[config.mk]
export PLATFORM = sky130hd
export DESIGN_NAME = mem_arbiter
export DESIGN_NICKNAME = d
export VERILOG_FILES = /design/src/rtl/mem_arbiter.sv
export SDC_FILE = /design/constraint.sdc
export NUM_CORES = 1
export LEC_CHECK = 0
export CORE_MARGIN = 1.5
export CORE_UTILIZATION = 37
export CTS_CLUSTER_DIAMETER = 120
export DETAILED_ROUTE_END_ITERATION = 8
export PLACE_DENSITY = 0.81
export SYNTH_ARGS = -nofsm -noshare
export SYNTH_HDL_FRONTEND = slang
export SYNTH_SLANG_ARGS = --single-unit
export TNS_END_PERCENT = 1
[constraint.sdc]
create_clock -name clk -period 2.3 [get_ports clk]
set_input_delay 0.46 -clock clk [delete_from_list [all_inputs] [get_ports clk]]
set_output_delay 0.46 -clock clk [all_outputs]
set_load 0.005 [all_outputs]
[src/rtl/mem_arbiter.sv]
// -----------------------------------------------------------------------------
// mem_arbiter
//
// Round-robin arbiter that lets NCORES cores share one single-port RAM.
// Each access runs IDLE -> ACCESS -> RESP: the RAM strobe (mem_en/mem_we plus
// address and write data) is driven during ACCESS, the RAM answers one cycle
// later, and that answer is passed to rdata during RESP while the winner's ack
// bit pulses for one cycle. The round-robin pointer moves to the core after the
// winner each time a new winner is picked from IDLE.
//
// Build option:
//   ARB_LOCK_EN  when defined, a granted core that holds req and lock during
//                RESP keeps the bus and goes straight back to ACCESS (2 cycles
//                per access). When undefined, lock is ignored and RESP always
//                returns to IDLE.
//
// Parameters:
//   NCORES  number of requesting cores (2..8)
//   AW      shared-memory address width
//   DW      shared-memory data width
//
// Ports:
//   clk        clock, all state changes on the rising edge
//   reset_n    asynchronous active-low reset
//   req        per-core request, held until that core's ack
//   we         per-core write (1) / read (0), stable while req is high
//   addr       per-core address, core i at [i*AW +: AW]
//   wdata      per-core write data, core i at [i*DW +: DW]
//   lock       per-core bus-lock request (only with ARB_LOCK_EN)
//   gnt        one-hot grant (registered)
//   ack        one-hot, one-cycle completion pulse (registered)
//   rdata      read data, valid in the cycle ack is high
//   mem_en     RAM enable (registered)
//   mem_we     RAM write enable (registered)
//   mem_addr   RAM address (registered)
//   mem_wdata  RAM write data (registered)
//   mem_rdata  RAM read data, valid one cycle after mem_en
// -----------------------------------------------------------------------------
module mem_arbiter #(
   parameter int NCORES = 4,
   parameter int AW     = 16,
   parameter int DW     = 8
) (
   input  logic                 clk,
   input  logic                 reset_n,
   input  logic [NCORES-1:0]    req,
   input  logic [NCORES-1:0]    we,
   input  logic [NCORES*AW-1:0] addr,
   input  logic [NCORES*DW-1:0] wdata,
   input  logic [NCORES-1:0]    lock,
   output logic [NCORES-1:0]    gnt,
   output logic [NCORES-1:0]    ack,
   output logic [DW-1:0]        rdata,
   output logic                 mem_en,
   output logic                 mem_we,
   output logic [AW-1:0]        mem_addr,
   output logic [DW-1:0]        mem_wdata,
   input  logic [DW-1:0]        mem_rdata
);

   localparam int              PW       = (NCORES > 1) ? $clog2(NCORES) : 1;
   localparam logic [PW:0]     NC_W     = (PW+1)'(NCORES);
   localparam logic [PW-1:0]   LAST_IDX = PW'(NCORES-1);

   typedef enum logic [1:0] {
      IDLE   = 2'd0,
      ACCESS = 2'd1,
      RESP   = 2'd2
   } state_t;

   state_t              state_reg;
   logic [PW-1:0]       ptr_reg;
   logic [PW-1:0]       winner_reg;
   logic [NCORES-1:0]   gnt_reg;
   logic [NCORES-1:0]   ack_reg;
   logic                mem_en_reg;
   logic                mem_we_reg;
   logic [AW-1:0]       mem_addr_reg;
   logic [DW-1:0]       mem_wdata_reg;

   logic [AW-1:0]       addr_arr  [NCORES];
   logic [DW-1:0]       wdata_arr [NCORES];

   logic                win_found;
   logic [PW-1:0]       win_idx;
   logic [PW:0]         search_sum;
   logic [PW-1:0]       search_idx;
   logic [PW-1:0]       ptr_next;
   logic [NCORES-1:0]   win_onehot;
   logic [PW-1:0]       sel_idx;
   logic                lock_keep;

   // Unpack the flat per-core buses into indexable arrays.
   genvar gi;
   generate
      for (gi = 0; gi < NCORES; gi++) begin : g_slice
         assign addr_arr[gi]  = addr[gi*AW +: AW];
         assign wdata_arr[gi] = wdata[gi*DW +: DW];
      end
   endgenerate

   // Round-robin search: first set req bit starting at ptr_reg, wrapping
   // modulo NCORES (works for non-power-of-two core counts too).
   always_comb begin
      win_found  = 1'b0;
      win_idx    = '0;
      search_sum = '0;
      search_idx = '0;
      for (int k = 0; k < NCORES; k++) begin
         search_sum = {1'b0, ptr_reg} + (PW+1)'(k);
         if (search_sum >= NC_W) begin
            search_sum = search_sum - NC_W;
         end
         search_idx = search_sum[PW-1:0];
         if (!win_found && req[search_idx]) begin
            win_found = 1'b1;
            win_idx   = search_idx;
         end
      end
   end

   assign ptr_next   = (win_idx == LAST_IDX) ? '0 : win_idx + 1'b1;
   assign win_onehot = NCORES'(1) << win_idx;

   // Source of the next RAM strobe: the fresh winner when leaving IDLE,
   // otherwise the core that already owns the bus (locked continuation).
   assign sel_idx = (state_reg == IDLE) ? win_idx : winner_reg;

`ifdef ARB_LOCK_EN
   assign lock_keep = req[winner_reg] & lock[winner_reg];
`else
   logic lock_unused;
   assign lock_unused = ^lock;
   assign lock_keep   = 1'b0;
`endif

   always_ff @(posedge clk or negedge reset_n) begin
      if (!reset_n) begin
         state_reg     <= IDLE;
         ptr_reg       <= '0;
         winner_reg    <= '0;
         gnt_reg       <= '0;
         ack_reg       <= '0;
         mem_en_reg    <= 1'b0;
         mem_we_reg    <= 1'b0;
         mem_addr_reg  <= '0;
         mem_wdata_reg <= '0;
      end else begin
         case (state_reg)
            IDLE: begin
               ack_reg <= '0;
               if (win_found) begin
                  state_reg     <= ACCESS;
                  winner_reg    <= win_idx;
                  ptr_reg       <= ptr_next;
                  gnt_reg       <= win_onehot;
                  mem_en_reg    <= 1'b1;
                  mem_we_reg    <= we[sel_idx];
                  mem_addr_reg  <= addr_arr[sel_idx];
                  mem_wdata_reg <= wdata_arr[sel_idx];
               end
            end

            ACCESS: begin
               // The RAM samples the strobe on this edge; ack lines up with
               // the cycle in which its read data appears.
               state_reg  <= RESP;
               mem_en_reg <= 1'b0;
               mem_we_reg <= 1'b0;
               ack_reg    <= gnt_reg;
            end

            RESP: begin
               ack_reg <= '0;
               if (lock_keep) begin
                  // Locked owner keeps gnt and the pointer; new operands.
                  state_reg     <= ACCESS;
                  mem_en_reg    <= 1'b1;
                  mem_we_reg    <= we[sel_idx];
                  mem_addr_reg  <= addr_arr[sel_idx];
                  mem_wdata_reg <= wdata_arr[sel_idx];
               end else begin
                  state_reg <= IDLE;
                  gnt_reg   <= '0;
               end
            end

            default: begin
               state_reg  <= IDLE;
               gnt_reg    <= '0;
               ack_reg    <= '0;
               mem_en_reg <= 1'b0;
               mem_we_reg <= 1'b0;
            end
         endcase
      end
   end

   assign gnt       = gnt_reg;
   assign ack       = ack_reg;
   assign mem_en    = mem_en_reg;
   assign mem_we    = mem_we_reg;
   assign mem_addr  = mem_addr_reg;
   assign mem_wdata = mem_wdata_reg;
   assign rdata     = mem_rdata;

endmodule

==> implementation parameters <==
Parameter                              Value

Setup path
  Highest-delay cell along the critical path    sky130_fd_sc_hd__clkdlybuf4s50_1
  Max incr delay on CP    0.49 ns
  Most used cell, CP    sky130_fd_sc_hd__buf_4
  Worst R2R Start    ptr_reg[1]
  Data arrival time of the critical path    2.34 ns
  Sum of buffers and inverters on the critical path    3
  R2R Setup Slk    0.30 ns
  Worst Path Class, Setup    input pin to register
  Data required time of the critical path    2.52 ns
  Type of destination of the critical path    register
  Length in cells of the worst reg-to-reg path    7
  Chain of cells forming the critical path    clkdlybuf4s50_1 -> mux2i_1 -> a211o_1 -> buf_4 -> nor3_4 -> buf_4 -> o221ai_1 -> a31oi_1
  CP max FO    15
  Startpoint Class    input pin
  Kind of cell adding the most delay to the critical path    buffers and inverters
  Capture instance of the worst register-to-register path    mem_wdata[4]

Synth
  Most common cell in the synthesized netlist    sky130_fd_sc_hd__nand2b_1
  Synthesized area    2527 um^2
  Synthesized netlist cell count    279
  Share of Yosys cell area claimed by the top area cell type    0.3960
  Syn_nets    401
  Number of synthesized register bits    40
  Synth unique cells    31
  Sequential share of the synthesized area    0.3960
  Avg Cell Area, Syn    9.059 um^2
  Synthesis warning total    0
  Top cell type by total area after synthesis    sky130_fd_sc_hd__dfrtp_1
  Top cells by area in the synthesized netlist    sky130_fd_sc_hd__dfrtp_1 40%, sky130_fd_sc_hd__o221ai_1 17%, sky130_fd_sc_hd__nand2b_1 12%, sky130_fd_sc_hd__a31oi_1 5.9%, sky130_fd_sc_hd__nor2_1 4.9%
  Most used flip-flop cell after synthesis    sky130_fd_sc_hd__dfrtp_1
  Asr flop ratio synth    1.000
  Synth top cells by count    50 x sky130_fd_sc_hd__nand2b_1, 48 x sky130_fd_sc_hd__o221ai_1, 40 x sky130_fd_sc_hd__dfrtp_1
  Number of synthesized flops with an enable pin    0

Route
  Post-detailed-route wirelength per cell    16.37 um
  Via density    5.612
  Vias    2750
  Detailed-router iteration count before antenna repair    6
  Total routed wirelength    8.022 mm
  Violation count after the first detailed-route iteration    125
  DRC Markers    6
  DRT antenna net count    0

Clock network
  Resized cells post-CTS    0
  Number of H-tree levels    2
  Worst-case clock buffer depth    2
  Clk_lat worst skew    0.30 ns
  CTS hold repair buffers    0
  Number of clock buffers inserted by TritonCTS    5
  CTS clk-pin slew, worst paths    0.08 ns
  Clock tree root driver cell    sky130_fd_sc_hd__clkbuf_8
  Clock sinks    40
  Clock tree from TritonCTS    built
  Setup bufs post-CTS    0

Final layout
  Area grow syn2layout    68.12%
  Antenna cells    0
  Sequential cell area    1001 um^2
  Fraction of layout cells with a size suffix above 1    0.08232
  Area of the multi-input gates    1365 um^2
  Final Non-Filler Cells    490
  Number of fill cells    549
  Nets    535
  Number of flip-flops under the largest register name    16
  Final standard cell utilization of the core    0.6579

STA
  Slew of the pin with the lowest slew margin    0.4068 ns
  Final cycle utilization of the critical path    0.9228
  Sum Neg Setup Slack    0 ns
  Max frequency    471.1 MHz
  Worst Hold Slack    0.1277 ns
  Final hold violations    0
  Minimum period implied by the final worst setup slack    2.123 ns
  Worst slew margin relative to its limit    0.7263
  Worst clock skew    0.005051 ns
  Setup violation total in the final timing report    0
  Setup repair after global routing missed its margin    no
  Final Max Slew Viols    0

Floorplanning
  Die width    85.65 um
  Overall die area    7336 um^2
  Core Region    6459 um^2
  Starting Density    0.3913
  Overall die height    85.65 um
  Num ports    160
  Rows    29

GRT
  Global-route wire length before repair    12.85 mm
  Vias in the first global route    2774
  Overall fraction of global-route tracks in use    0.2198
  GRT Residual Overflow    0
  Largest net degree at the start of global routing    41
  Antenna violations before repair    0

Placement
  Post-detailed-placement half-perimeter wirelength    5.958 mm
  Total of buffers placed on input and output ports    139
  Placed instance count    483
  Final weighted congestion in routability-driven placement    0.8670

Power and ir drop
  Total power    5.345 mW
  Max rail drop VDD    550.6 uV
  Leakage power summed over all cells    1.694 nW
  Pwr per Cell Area    1258 nW/um^2

Worst hold path
  Path category of the worst min-delay check    input pin to asynchronous set/reset pin

Flow run
  Max Cap Violations    0

Status
  Failing checks    design-rule violations
  Status    finished, violations left
-- final cells by class --
class | count | area share
timing repair buffer | 160 | 0.3840
multi-input combinational | 199 | 0.3213
sequential | 40 | 0.2356
tap | 77 | 0.02267
clock buffer | 5 | 0.01620
clock inverter | 2 | 0.01413
inverter | 7 | 0.006184
-- worst max path at each step --
stage	from	to	slack (ns)	cells past startpoint
2_1_floorplan	ptr_reg[1]	mem_we	0.49	6
3_3_place_gp	req[3]	mem_addr[14]	-0.08	7
3_5_place_dp	req[3]	mem_wdata[1]	-0.10	8
4_1_cts	req[3]	mem_wdata[1]	0.18	8
5_1_grt	req[3]	mem_wdata[1]	0.04	8
6_report	req[3]	mem_wdata[4]	0.18	8
-- metal layers --
metal  global-route usage  routed length, um  vias to the layer above
li1                     -                  -                     1304
met4              0.05865                113                        0
met1               0.2676               3214                     1301
met5                    0                  0                        -
met3              0.05294                622                       13
met2               0.3887               4071                      132
-- cells by family (layout without fill, tap and decap cells) --
family / count (synthesis) / in the layout / synth area share
buf+inv: 40 / 174 / 0.07426
flops: 40 / 40 / 0.3960
mux: 1 / 1 / 0.003961
compound gates: 93 / 93 / 0.2921
fa+ha+maj: 4 / 4 / 0.01980
simple gates: 101 / 101 / 0.2139
-- through the flow --
stage               setup slack [ns]  area [um^2]
floorplan                     0.4899         2527
global placement            -0.08304         4120
detailed placement           -0.1041         4120
CTS                           0.1833         4249
global route                 0.04451         4249
finish                        0.1775         4249
-- cell usage in the layout (no fill, tap or decap), types with 2 or more instances in the layout --
| cell type | count |
|---|---|
| sky130_fd_sc_hd__nor2b_1 | 3 |
| sky130_fd_sc_hd__clkdlybuf4s50_1 | 138 |
| sky130_fd_sc_hd__nor2_1 | 33 |
| sky130_fd_sc_hd__o21ai_0 | 3 |
| sky130_fd_sc_hd__buf_4 | 14 |
| sky130_fd_sc_hd__o221ai_1 | 48 |
| sky130_fd_sc_hd__a31oi_1 | 24 |
| sky130_fd_sc_hd__clkbuf_8 | 5 |
| sky130_fd_sc_hd__dfrtp_1 | 40 |
| sky130_fd_sc_hd__and2_1 | 5 |
| sky130_fd_sc_hd__ha_1 | 4 |
| sky130_fd_sc_hd__inv_1 | 7 |
| sky130_fd_sc_hd__bufinv_16 | 2 |
| sky130_fd_sc_hd__nand2b_1 | 50 |
| sky130_fd_sc_hd__a22o_1 | 5 |
| sky130_fd_sc_hd__nand2_1 | 6 |
| sky130_fd_sc_hd__buf_12 | 7 |
| sky130_fd_sc_hd__a21oi_1 | 2 |
-- where the power goes --
| part | internal [mW] | total (mW) | switching, mW | leakage (nW) |
|---|---|---|---|---|
| clock network | 0.427 | 0.677 | 0.250 | 0.0642 |
| registers | 1.04 | 1.26 | 0.225 | 0.471 |
| logic | 1.72 | 3.40 | 1.68 | 1.16 |
| total | 3.19 | 5.34 | 2.16 | 1.69 |
No activity file was read; power rests on OpenSTA's default activity.
